===== src/rtl/uart_pkg.sv =====
// Shared UART definitions: byte width and the transmit scheduler state encoding.
package uart_pkg;

   localparam int BYTE_W = 8;

   typedef enum logic [2:0] {
      ST_IDLE      = 3'd0,
      ST_START     = 3'd1,
      ST_WAIT_BUSY = 3'd2,
      ST_WAIT_DONE = 3'd3,
      ST_GAP       = 3'd4
   } sched_state_t;

endpackage


===== src/rtl/rr_arbiter.sv =====
// Combinational round-robin pick: first high request at or after rr_ptr, wrapping.
module rr_arbiter #(
   parameter int NUM_REQ = 4,
   parameter int PTR_W   = $clog2(NUM_REQ)
) (
   input  logic [NUM_REQ-1:0] req,
   input  logic [PTR_W-1:0]   rr_ptr,
   output logic [NUM_REQ-1:0] winner_oh,
   output logic [PTR_W-1:0]   winner_idx,
   output logic               any_req
);

   logic [PTR_W-1:0] sel;

   always_comb begin
      winner_oh  = '0;
      winner_idx = '0;
      any_req    = 1'b0;
      sel        = '0;
      for (int k = 0; k < NUM_REQ; k++) begin
         sel = PTR_W'((int'(rr_ptr) + k) % NUM_REQ);
         if (!any_req && req[sel]) begin
            any_req        = 1'b1;
            winner_oh[sel] = 1'b1;
            winner_idx     = sel;
         end
      end
   end

endmodule


===== src/rtl/uart_tx_scheduler.sv =====
// Shares one UART transmitter between NUM_REQ byte producers with round-robin grants,
// start-timeout detection and an enforced inter-frame gap.
//
// state     | meaning
// ----------+-----------------------------------------------------------
// IDLE      | waiting for any request; grant, capture byte, ack
// START     | raise tx_start for one cycle, arm start timeout
// WAIT_BUSY | wait for transmitter busy or done; timeout drops the byte
// WAIT_DONE | transmitter busy, wait for frame complete
// GAP       | inter-frame idle time before the next grant
module uart_tx_scheduler
   import uart_pkg::*;
#(
   parameter int NUM_REQ       = 4,
   parameter int GAP_CYCLES    = 2,
   parameter int START_TIMEOUT = 16
) (
   input  logic                       clk,
   input  logic                       reset,
   input  logic [NUM_REQ-1:0]         req,
   input  logic [NUM_REQ*BYTE_W-1:0]  req_data,
   output logic [NUM_REQ-1:0]         req_ack,
   output logic                       tx_start,
   output logic [BYTE_W-1:0]          tx_data,
   input  logic                       tx_busy,
   input  logic                       tx_done,
   output logic [$clog2(NUM_REQ)-1:0] grant_id,
   output logic                       busy,
   output logic                       err_timeout,
   input  logic                       err_clr
);

   localparam int PTR_W   = $clog2(NUM_REQ);
   localparam int CNT_MAX = (GAP_CYCLES > START_TIMEOUT - 1) ? GAP_CYCLES : START_TIMEOUT - 1;
   localparam int CNT_W   = (CNT_MAX > 1) ? $clog2(CNT_MAX + 1) : 1;

   sched_state_t        state, state_nx;
   logic [CNT_W-1:0]    cnt, cnt_nx;
   logic [PTR_W-1:0]    rr_ptr, ptr_nx;
   logic [NUM_REQ-1:0]  ack_nx;
   logic                start_nx, busy_nx, err_nx, timeout_hit;
   logic [BYTE_W-1:0]   data_nx, win_byte;
   logic [PTR_W-1:0]    gid_nx;

   logic [NUM_REQ-1:0]  win_oh;
   logic [PTR_W-1:0]    win_idx;
   logic                any_req;

   rr_arbiter #(
      .NUM_REQ (NUM_REQ),
      .PTR_W   (PTR_W)
   ) u_arb (
      .req        (req),
      .rr_ptr     (rr_ptr),
      .winner_oh  (win_oh),
      .winner_idx (win_idx),
      .any_req    (any_req)
   );

   always_comb begin
      win_byte = '0;
      for (int i = 0; i < NUM_REQ; i++) begin
         if (win_idx == PTR_W'(i)) win_byte = req_data[i*BYTE_W +: BYTE_W];
      end
   end

   // One shared down-counter: start timeout in WAIT_BUSY, gap length in GAP.
   always_comb begin
      state_nx    = state;
      cnt_nx      = cnt;
      ptr_nx      = rr_ptr;
      ack_nx      = '0;
      start_nx    = 1'b0;
      data_nx     = tx_data;
      gid_nx      = grant_id;
      timeout_hit = 1'b0;
      case (state)
         ST_IDLE: begin
            if (any_req) begin
               ack_nx   = win_oh;
               data_nx  = win_byte;
               gid_nx   = win_idx;
               ptr_nx   = (win_idx == PTR_W'(NUM_REQ - 1)) ? '0 : win_idx + PTR_W'(1);
               state_nx = ST_START;
            end
         end
         ST_START: begin
            start_nx = 1'b1;
            cnt_nx   = CNT_W'(START_TIMEOUT - 1);
            state_nx = ST_WAIT_BUSY;
         end
         ST_WAIT_BUSY: begin
            if (tx_done) begin
               cnt_nx   = CNT_W'(GAP_CYCLES);
               state_nx = (GAP_CYCLES == 0) ? ST_IDLE : ST_GAP;
            end else if (tx_busy) begin
               state_nx = ST_WAIT_DONE;
            end else if (cnt == '0) begin
               timeout_hit = 1'b1;
               state_nx    = ST_IDLE;
            end else begin
               cnt_nx = cnt - CNT_W'(1);
            end
         end
         ST_WAIT_DONE: begin
            if (tx_done) begin
               cnt_nx   = CNT_W'(GAP_CYCLES);
               state_nx = (GAP_CYCLES == 0) ? ST_IDLE : ST_GAP;
            end
         end
         ST_GAP: begin
            cnt_nx = (cnt == '0) ? '0 : cnt - CNT_W'(1);
            if (cnt <= CNT_W'(1)) state_nx = ST_IDLE;
         end
         default: state_nx = ST_IDLE;
      endcase
      err_nx  = timeout_hit ? 1'b1 : (err_clr ? 1'b0 : err_timeout);
      busy_nx = (state_nx != ST_IDLE);
   end

   always_ff @(posedge clk or negedge reset) begin
      if (!reset) begin
         state       <= ST_IDLE;
         cnt         <= '0;
         rr_ptr      <= '0;
         req_ack     <= '0;
         tx_start    <= 1'b0;
         tx_data     <= '0;
         grant_id    <= '0;
         busy        <= 1'b0;
         err_timeout <= 1'b0;
      end else begin
         state       <= state_nx;
         cnt         <= cnt_nx;
         rr_ptr      <= ptr_nx;
         req_ack     <= ack_nx;
         tx_start    <= start_nx;
         tx_data     <= data_nx;
         grant_id    <= gid_nx;
         busy        <= busy_nx;
         err_timeout <= err_nx;
      end
   end

endmodule


===== config.mk =====
export PLATFORM = sky130hd
export DESIGN_NAME = uart_tx_scheduler
export DESIGN_NICKNAME = d
export VERILOG_FILES = /design/src/rtl/uart_pkg.sv /design/src/rtl/rr_arbiter.sv /design/src/rtl/uart_tx_scheduler.sv
export SDC_FILE = /design/constraint.sdc
export NUM_CORES = 1
export LEC_CHECK = 0
export CELL_PAD_IN_SITES_DETAIL_PLACEMENT = 0
export CELL_PAD_IN_SITES_GLOBAL_PLACEMENT = 2
export CORE_UTILIZATION = 25
export DETAILED_ROUTE_END_ITERATION = 10
export PLACE_DENSITY = 0.79
export SYNTH_ARGS = -nofsm -noshare
export SYNTH_HDL_FRONTEND = slang
export SYNTH_HIERARCHICAL = 1
export SYNTH_SLANG_ARGS = --single-unit

===== constraint.sdc =====
create_clock -name clk -period 3 [get_ports clk]
set_input_delay 0.6 -clock clk [delete_from_list [all_inputs] [get_ports clk]]
set_output_delay 0.6 -clock clk [all_outputs]
set_load 0.02 [all_outputs]

---- Word-level counts from Yosys, hierarchy flattened ----
Cells that the tools add are included.
storage, ports and cells
  register bits ........................... 26
  input port bits ......................... 41
  logic and storage cells ................. 109
operators by class
  $add $sub $neg .......................... 5
  $lt $le $gt $ge ......................... 9
  equality and inequality tests ........... 10
  multiplexer cells ....................... 55
  bitwise operators ....................... 3
  reduce and logical (&&, ||, !) cells .... 18
operators by type and width
  operator                                                         count
  2-to-1 mux 4 bit                                                 11
  2-to-1 mux 8 bit                                                 4
  2-to-1 mux 1 bit                                                 19
  2-to-1 mux 3 bit                                                 6
  one-hot mux 4 bit (4 select lines)                               1
  one-hot mux 3 bit (5 select lines)                               1
  less-than comparator 2 x 3 -> 1 bit (second input constant)      4
  bitwise OR 4 bit                                                 3
  2-to-1 mux 2 bit                                                 5
  binary-select mux 1 bit (select 2 bit)                           4
  demux 1 bit (select 2 bit)                                       4
  >= comparator 2 x 1 -> 1 bit (second input constant)             4
  logical AND 1 bit                                                7
  == test 3 x 2 -> 1 bit (second input constant)                   2
  != test 3 bit (second input constant)                            2
  adder 2 x 1 -> 2 bit (second input constant)                     2
  adder 2 bit (second input constant)                              2
  == test 2 bit (second input constant)                            2
  less-or-equal comparator 4 x 1 -> 1 bit (second input constant)  1
  logical NOT 4 bit                                                1
  AND reduction 4 bit                                              1
  nonzero test 4 bit                                               1
  subtractor 4 x 1 -> 4 bit (second input constant)                1
  == test 3 x 1 -> 1 bit (second input constant)                   1
  9 further kinds                                                  11

---- Depth between registers and ports, before layout ----
Gate-level depths: netlist (run 1).
  depth in word-level cells ............... 17
  gate-level depth with buffers ........... 15
  depth with buffers taken out ............ 12

---- Modules after synthesis ----
Netlist (run 1), hierarchy kept.
by module, submodules not included
  module             instances  cells an instance  area an instance (um2)  sequential area each (um2)
  uart_tx_scheduler  1          146                1472.7                  650.6
  rr_arbiter         1          45                 419.2                   0.0

---- Least setup slack after synthesis (run 1) ----
OpenSTA, ideal clock, no wires.
  kind .................................... register to register
  from .................................... reg rr_ptr[0]
  to ...................................... reg tx_data[0]
  library setup time ...................... 0.082 ns
  arrival ................................. 3.171 ns
  slack ................................... -0.253 ns
  stages on the path, launching flop included .. 15
  clock period less this slack ............ 3.253 ns
  cell sequence ........................... dfrtp_1 -> buf_6 -> inv_1 -> ha_1 -> mux4_2 -> buf_6 -> o311ai_0 -> a32o_1 -> inv_1 -> ha_1 -> clkbuf_1 -> nor2b_1 -> a221oi_1 -> a211o_1 -> a31oi_1
between the ends
  longest elaborated chain between the ends .. 17
ends and longest elaborated chain
  item                                                           line                      text
  start, declared                                                uart_tx_scheduler.sv:39   logic [PTR_W-1:0] rr_ptr, ptr_nx;
  start signal, assigned                                         uart_tx_scheduler.sv:135  rr_ptr <= ptr_nx;
  branches (longest 11 deep; another with adder 2 x 1 -> 2 bit)  --
  2-to-1 mux 2 bit (*)                                           rr_arbiter.sv:22          if (!any_req && req[sel]) begin
  named net win_idx[1]                                           uart_tx_scheduler.sv:46   logic [PTR_W-1:0] win_idx;
  logical NOT 2 bit                                              uart_tx_scheduler.sv:63   if (win_idx == PTR_W'(i)) win_byte = req_data[i*BYTE_W +: BYTE_W];
  2-to-1 mux 8 bit (3 in series)                                 uart_tx_scheduler.sv:63
  2-to-1 mux 8 bit (*)                                           uart_tx_scheduler.sv:63
  end signal, assigned                                           uart_tx_scheduler.sv:138  tx_data <= data_nx;
  end, declared                                                  uart_tx_scheduler.sv:24   output logic [BYTE_W-1:0] tx_data,
Mark *: on every way through the listed nets, which the timed path passes. The select of a mux whose other input is x is not followed.
A chain may end at the register's enable or synchronous reset.

---- Worst setup path in the final report (run 1) ----
  from .................................... in req[2]
  to ...................................... reg tx_data[5]
between the ends
  longest elaborated chain between the ends .. 17
ends and longest elaborated chain
  item                                    line                     text
  start, declared                         uart_tx_scheduler.sv:20  input logic [NUM_REQ-1:0] req,
  binary-select mux 1 bit (select 2 bit)  rr_arbiter.sv:22
  2-to-1 mux 1 bit (implied by the code)  rr_arbiter.sv:22
  2-to-1 mux 1 bit                        rr_arbiter.sv:22
  logical NOT 1 bit                       rr_arbiter.sv:22
  logical AND 1 bit                       rr_arbiter.sv:22
  2-to-1 mux 1 bit                        rr_arbiter.sv:22
  logical NOT 1 bit                       rr_arbiter.sv:22
  logical AND 1 bit                       rr_arbiter.sv:22
  2-to-1 mux 1 bit                        rr_arbiter.sv:22
  logical NOT 1 bit                       rr_arbiter.sv:22
  logical AND 1 bit                       rr_arbiter.sv:22
  2-to-1 mux 2 bit (*)                    rr_arbiter.sv:22
  named net win_idx[1]                    uart_tx_scheduler.sv:46
  logical NOT 2 bit                       uart_tx_scheduler.sv:63
  2-to-1 mux 8 bit (3 in series)          uart_tx_scheduler.sv:63
  2-to-1 mux 8 bit (*)                    uart_tx_scheduler.sv:63
The timed path passes the listed nets; every way through them passes the cells marked *. The select of a mux whose other input is x is not followed.

==> impl_metrics.csv, run 1 <==
group,metric,value,unit
cells_and_area,syn_to_final_growth,55.9,%
floorplanning,die_area,0.00792,sq mm
worst_setup_path,crit_path_start,"req[2]",
worst_setup_path,timing.rr.start,"rr_ptr[0]",
yosys,ys_types,47,
yosys,seq_area_frac_synth,34.4,%
yosys,yosysMostFrequentCell,"dfrtp_1",
clock_tree,cts_tree,"built",
cells_and_area,num_antenna_cells,0,
power,p_leak,0.00124,uW
yosys,synth_warnings,6,
global_route,antenna_found_initial,0,
power,ir_drop,440,uV
power,p_switching,1610,uW
global_route,use_met3,1.75,%
yosys,avgSynthCellArea,9.90,sq um
sta,worst_slew_pin_slew,1.11,ns
floorplanning,ios,58,
yosys,syn_inst,191,
worst_setup_path,critPathKind,"primary input to flop",
cells_and_area,nNetsFinal,326,
route,drt-vias-per-instance,4.74,
worst_setup_path,worstPathArrival,3.16,ns
place,port_buffers,57,
clock_tree,cts_num_sinks,26,
sta,finalClockSkew,0.00607,ns
sta,hold_viol,0,
global_route,grt-ovfl-total,0,
global_route,grt.total_usage,12.5,%
worst_setup_path,crit_path_start_kind,"primary input",
outcome,status,"completed",
clock_tree,insertion_delay,0.27,ns
power,powerDensity,1270,mW/mm^2
sta,worst_slack,0.0416,ns
clock_tree,cts_hold_buf,0,
place,routabilityCongestion,0.810,
yosys,synth_area,0.00189,sq mm
yosys,ys_seq_elements,26,
clock_tree,cts_buffers,3,
place,dp_cells,358,
route,wl_per_cell,13.6,um
yosys,async_flop_share,100,%
floorplanning,die-width,89.0,um
worst_setup_path,crit_path_max_fanout,7,
yosys,syn-num-nets,244,
floorplanning,rows,31,
sta,finalSetupViolCount,0,
worst_hold_path,min_path_cells,1,
place,place_hpwl,3680,um
floorplanning,initial_core_util,25.9,%
sta,period_minus_slack,2.96,ns
cells_and_area,instances_no_fill,371,
yosys,synth-edff-count,0,
power,p_int,2130,uW
route,finalWirelength,5060,um
route,drc_errors,0,
global_route,grt_pass1_vias,1725,
worst_setup_path,critPathCaptureType,"flop",
power,switching_share,43.0,%
sta,slew-limit-headroom,25.8,%
clock_tree,clock_tree.root_cell,"clkbuf_8",
global_route,use_met2,23.2,%
worst_setup_path,reg2reg_depth,11,
yosys,synthFlopType,"dfrtp_1",
worst_setup_path,r2r_setup_slack,0.06,ns
yosys,synthTopCellsByCount,"dfrtp_1 (26), inv_1 (18), nor2_1 (15), ha_1 (12), nand2_1 (9)",
worst_setup_path,r2r-end,"tx_data[5]",
global_route,grt_pass1_wl,7810,um
sta,max_freq,338,MHz
sta,slew_violations,0,
global_route,top_usage_layer,"met2",
sta,final.setup.tns,0,ns
floorplanning,core_area,0.00729,sq mm
route,num_vias,1760,
sta,grt_setup_unrepaired,"yes",
clock_tree,cts.htree.levels,1,
power,clock_power_share,8.0,%
route,ant_nets,0,
yosys,synth.largest_area_cell,"dfrtp_1",
power,combinationalPowerShare,73.8,%
floorplanning,dieHeight,89.0,um
global_route,use_met1,15.1,%
worst_hold_path,hold_path.class,"flop to flop",
sta,fin_crit_sh,98.6,%
global_route,grt_max_degree,27,
clock_tree,path_clk_slew,0.10,ns
yosys,synth_top_area_share,34.4,%
route,first_pass_iters,4,
clock_tree,cts_buffer_depth,2,
cells_and_area,drive_gt1_share,28.7,%
flow_run,maxCapViolations,0,
yosys,synthTopCellsByArea,"dfrtp_1 (34%), ha_1 (7.9%), a211o_1 (3.7%)",
place,pre_cts_slack,-0.517,ns
worst_setup_path,required,3.20,ns
power,p_seq_share,18.2,%
route,drt_iter0_drc,52,
worst_hold_path,min_from,"grant_id[1]",
worst_setup_path,cp-endpoint,"tx_data[5]",
[what timing repair did]
action,4_1_cts,5_1_grt
setup endpoints to repair,12,12
resized for setup,9,19
buffers inserted,1,7
pin swaps,2,14
cloned,0,1
[registers in the layout, indices dropped and copies added (netlist names)]
name,flops
busy,1
req_ack,4
cnt,4
state,3
tx_data,8
rr_ptr,2
tx_start,1
err_timeout,1
grant_id,2
[stage by stage]
stage / area [sq um] / utilization, % / hold WS, ns / total power (uW)
after global placement: 2710 / 37.2 / 0.502 / 3090
after detailed placement: 2710 / 37.2 / 0.508 / 3100
after CTS: 2800 / 38.4 / 0.532 / 3450
after global routing: 2950 / 40.4 / 0.549 / 4060
after floorplan: 1920 / - / 0.304 / 2340
final: 2950 / 40.4 / 0.519 / 3740
[worst min-delay path by stage]
| stage | endpoint |
|---|---|
| after floorplan | busy |
| after global placement | grant_id[0] |
| after detailed placement | grant_id[1] |
| after CTS | grant_id[1] |
| after global routing | grant_id[1] |
| final | grant_id[1] |
[worst max-delay path, cell delays in order]
cell and delay, ns:
dlygate4sd2_1 0.27, mux4_2 0.57, nor4b_4 0.33, nor2_1 0.07
a32o_2 0.27, inv_2 0.08, ha_4 0.12, nor2b_4 0.28
a221oi_1 0.12, a211o_1 0.29, a31oi_1 0.15
[metal layers]
layer / vias up / wire length, um
li1: 874 / -
met3: 6 / 243
met2: 43 / 2510
met4: 0 / 77
met1: 837 / 2230
met5: - / 0
[cells by family after synthesis]
| group | Yosys count | synth area share, % |
|---|---|---|
| AO/OA/AOI/OAI | 57 | 23.1 |
| adder cells (fa/ha/maj) | 12 | 7.94 |
| buffers and inverters | 30 | 7.61 |
| flip-flops | 26 | 34.4 |
| multiplexers | 11 | 9.26 |
| AND/OR/NAND/NOR | 55 | 17.7 |
[layout make-up]
type	instances	area, sq um
fillers	746	4340
multi-input cells	136	1230
repair buffers	88	806
flip-flops and latches	26	652
well taps	99	124
inverters	18	70.1
clock buffers	3	41.3
clock inverters	1	30.0
[cell usage in the layout, fill, tap and decap left out, types with 3 or more instances in the layout]
cell type / count
clkdlybuf4s50_1: 53
buf_4: 29
dfrtp_1: 25
nor2_1: 15
inv_1: 14
nand2_1: 9
a211o_1: 8
a31oi_1: 8
ha_1: 8
a22oi_1: 8
o21ai_0: 7
mux2_2: 6
a221oi_2: 6
a21oi_1: 5
nor3_1: 4
and2_1: 4
dlygate4sd2_1: 4
inv_2: 3
clkbuf_8: 3
mux4_2: 3
[power by group through the flow]
stage	Sequential, uW	Combinational (uW)	Clock [uW]
final	680	2760	298
after global routing	709	3030	321
after CTS	669	2480	307
after detailed placement	675	2420	0
after global placement	674	2410	0
after floorplan	758	1580	0
No activity file was read; power rests on OpenSTA's default activity.
==> inputs of run 2 (changes only) <==
--- a/config.mk
+++ b/config.mk
@@ -10,6 +10,7 @@
 export CORE_UTILIZATION = 25
 export DETAILED_ROUTE_END_ITERATION = 10
 export PLACE_DENSITY = 0.79
+export RECOVER_POWER = 50
 export SYNTH_ARGS = -nofsm -noshare
 export SYNTH_HDL_FRONTEND = slang
 export SYNTH_HIERARCHICAL = 1
==> impl_metrics.csv, run 2 (synthesis gave the netlist of run 1 again) <==
group,metric,value,unit
route,num_vias,1759,
power,powerDensity,1270,mW/mm^2
route,drt-vias-per-instance,4.74,
worst_setup_path,critPathCaptureType,"flop",
worst_setup_path,crit_family,"compound AO/OA/AOI/OAI gates",
global_route,antenna_found_initial,0,
sta,grt_setup_unrepaired,"yes",
clock_tree,clock_tree.root_cell,"clkbuf_8",
flow_run,maxCapViolations,0,
worst_setup_path,worstPathArrival,3.16,ns
worst_setup_path,cp_slowest_stage_delay,0.57,ns
sta,period_minus_slack,2.96,ns
power,ir_drop,440,uV
sta,finalClockSkew,0.00523,ns
cells_and_area,num_antenna_cells,0,
worst_setup_path,path_buf_inv,2,
floorplanning,dieHeight,89.0,um
worst_hold_path,hold_path.class,"flop to flop",
clock_tree,cts_hold_buf,0,
sta,max_freq,338,MHz
route,ant_nets,0,
worst_setup_path,crit_path_start_kind,"primary input",
worst_hold_path,min_path_cells,1,
power,power,3730,uW
clock_tree,cts_buffer_depth,2,
worst_setup_path,critPathKind,"primary input to flop",
cells_and_area,drive_gt1_share,27.9,%
outcome,status,"completed",
floorplanning,core_area,0.00729,sq mm
global_route,grt_max_degree,27,
global_route,grt-ovfl-total,0,
worst_setup_path,crit_path_max_fanout,7,
cells_and_area,nNetsFinal,326,
cells_and_area,syn_to_final_growth,55.5,%
clock_tree,cts_tree,"built",
route,drc_errors,0,
worst_setup_path,reg2reg_depth,11,
floorplanning,die_area,0.00792,sq mm
sta,hold_viol,0,
route,drt_iter0_drc,56,
place,routabilityCongestion,0.810,
route,wl_per_cell,13.6,um
clock_tree,insertion_delay,0.27,ns
clock_tree,cts.htree.levels,1,
global_route,grt_pass1_wl,7810,um
route,first_pass_iters,4,
sta,slew_violations,0,
place,port_buffers,57,
clock_tree,cts_num_sinks,26,
worst_setup_path,r2r_setup_slack,0.06,ns
sta,finalHoldWorstSlack,0.520,ns
floorplanning,ios,58,
cells_and_area,largestRegisters,"tx_data x8, cnt x4, req_ack x4",
worst_setup_path,worst_path_max_delay_cell,"mux4_2",
global_route,grt.total_usage,12.5,%
sta,finalSetupViolCount,0,
worst_setup_path,required,3.20,ns
floorplanning,die-width,89.0,um
cells_and_area,final_cell_mix,"clkdlybuf4s50_1 (49), buf_4 (27), dfrtp_1 (25), nor2_1 (15), inv_1 (14)",
cells_and_area,layout_commonest_cell,"clkdlybuf4s50_1",
route,finalWirelength,5060,um
global_route,grt_pass1_vias,1725,
cells_and_area,largest_reg_flops,8,
clock_tree,cts_buffers,3,
sta,worst_slew_pin_slew,1.47,ns
power,p_leak,0.00124,uW
clock_tree,path_clk_slew,0.10,ns
floorplanning,rows,31,
sta,slew-limit-headroom,1.85,%
cells_and_area,top_register,"tx_data",
worst_setup_path,crit_cells,11,
floorplanning,initial_core_util,25.9,%
worst_setup_path,crit_chain,"dlygate4sd2_1, mux4_2, nor4b_4, nor2_1, a32o_2, inv_2, ha_4, nor2b_4, a221oi_1, a211o_1, a31oi_1",
cells_and_area,fill_cells,747,
place,place_hpwl,3680,um
sta,fin_crit_sh,98.6,%
==> run 2: cell count changes in the layout (fill, tap and decap cells not counted), sizes merged <==
| cell | before | now |
|---|---|---|
| clkdlybuf4s50 | 53 | 49 |
| dlygate4sd3 | 0 | 4 |
| buf | 31 | 29 |
| clkbuf | 3 | 5 |
==> run 2: through the flow <==
stage / cells / TNS, ns / worst slack, ns / util, % / area, sq um
5_1_grt: 371 / -0.334 / -0.0669 / 40.3 / 2940
2_1_floorplan: 191 / 0 / 0.00472 / - / 1920
6_report: 371 / 0 / 0.0408 / 40.3 / 2940
3_3_place_gp: 358 / -4.88 / -0.438 / 37.2 / 2710
4_1_cts: 363 / 0 / 0.0279 / 38.4 / 2800
3_5_place_dp: 358 / -5.56 / -0.517 / 37.2 / 2710
==> run 2: power breakdown <==
group / leakage [uW] / internal, uW / total, uW / switching [uW]
sequential: 0.000313 / 522 / 679 / 157
combinational: 0.000888 / 1420 / 2750 / 1330
clock: 0.0000357 / 179 / 297 / 119
total: 0.00124 / 2120 / 3730 / 1610
==> run 2: worst reg2reg max path, cell delays in order (launching register included) <==
cell and delay (ns):
dfrtp_1 0.41, buf_6 0.15, mux4_2 0.60, nor4b_4 0.33, nor2_1 0.07, a32o_2 0.27, inv_2 0.08, ha_4 0.12
nor2b_4 0.28, a221oi_1 0.12, a211o_1 0.29, a31oi_1 0.15
==> run 2: final timing paths <==
path                                  start     endpoint
worst min register to register  grant_id[1]  grant_id[1]
max in group asynchronous             reset    rr_ptr[1]
min in group asynchronous             reset   tx_data[5]
worst max-delay path                 req[2]   tx_data[5]
worst min-delay path            grant_id[1]  grant_id[1]
worst max register to register    rr_ptr[0]   tx_data[5]
==> run 2: layout make-up <==
type | instances | area, sq um | area share [%]
Sequential cell | 26 | 652 | 22.2
Tap cell | 99 | 124 | 4.21
Inverter | 18 | 70.1 | 2.38
Multi-Input combinational cell | 136 | 1230 | 41.7
Timing Repair Buffer | 88 | 798 | 27.1
Clock buffer | 3 | 41.3 | 1.40
Clock inverter | 1 | 30.0 | 1.02
==> run 2: metal layers <==
metal,track usage [%],part of all wire (%),vias to the layer above
met4,3.75,1.5,0
li1,-,-,874
met2,23.2,49,43
met1,15.1,45,836
met5,0,0,-
met3,1.75,4.9,6
==> run 2: what timing repair did <==
item,in CTS,in global routing
gates cloned,0,1
gates resized for setup,9,19
setup buffers,1,7
pin swaps,2,14
setup endpoints to repair,12,12
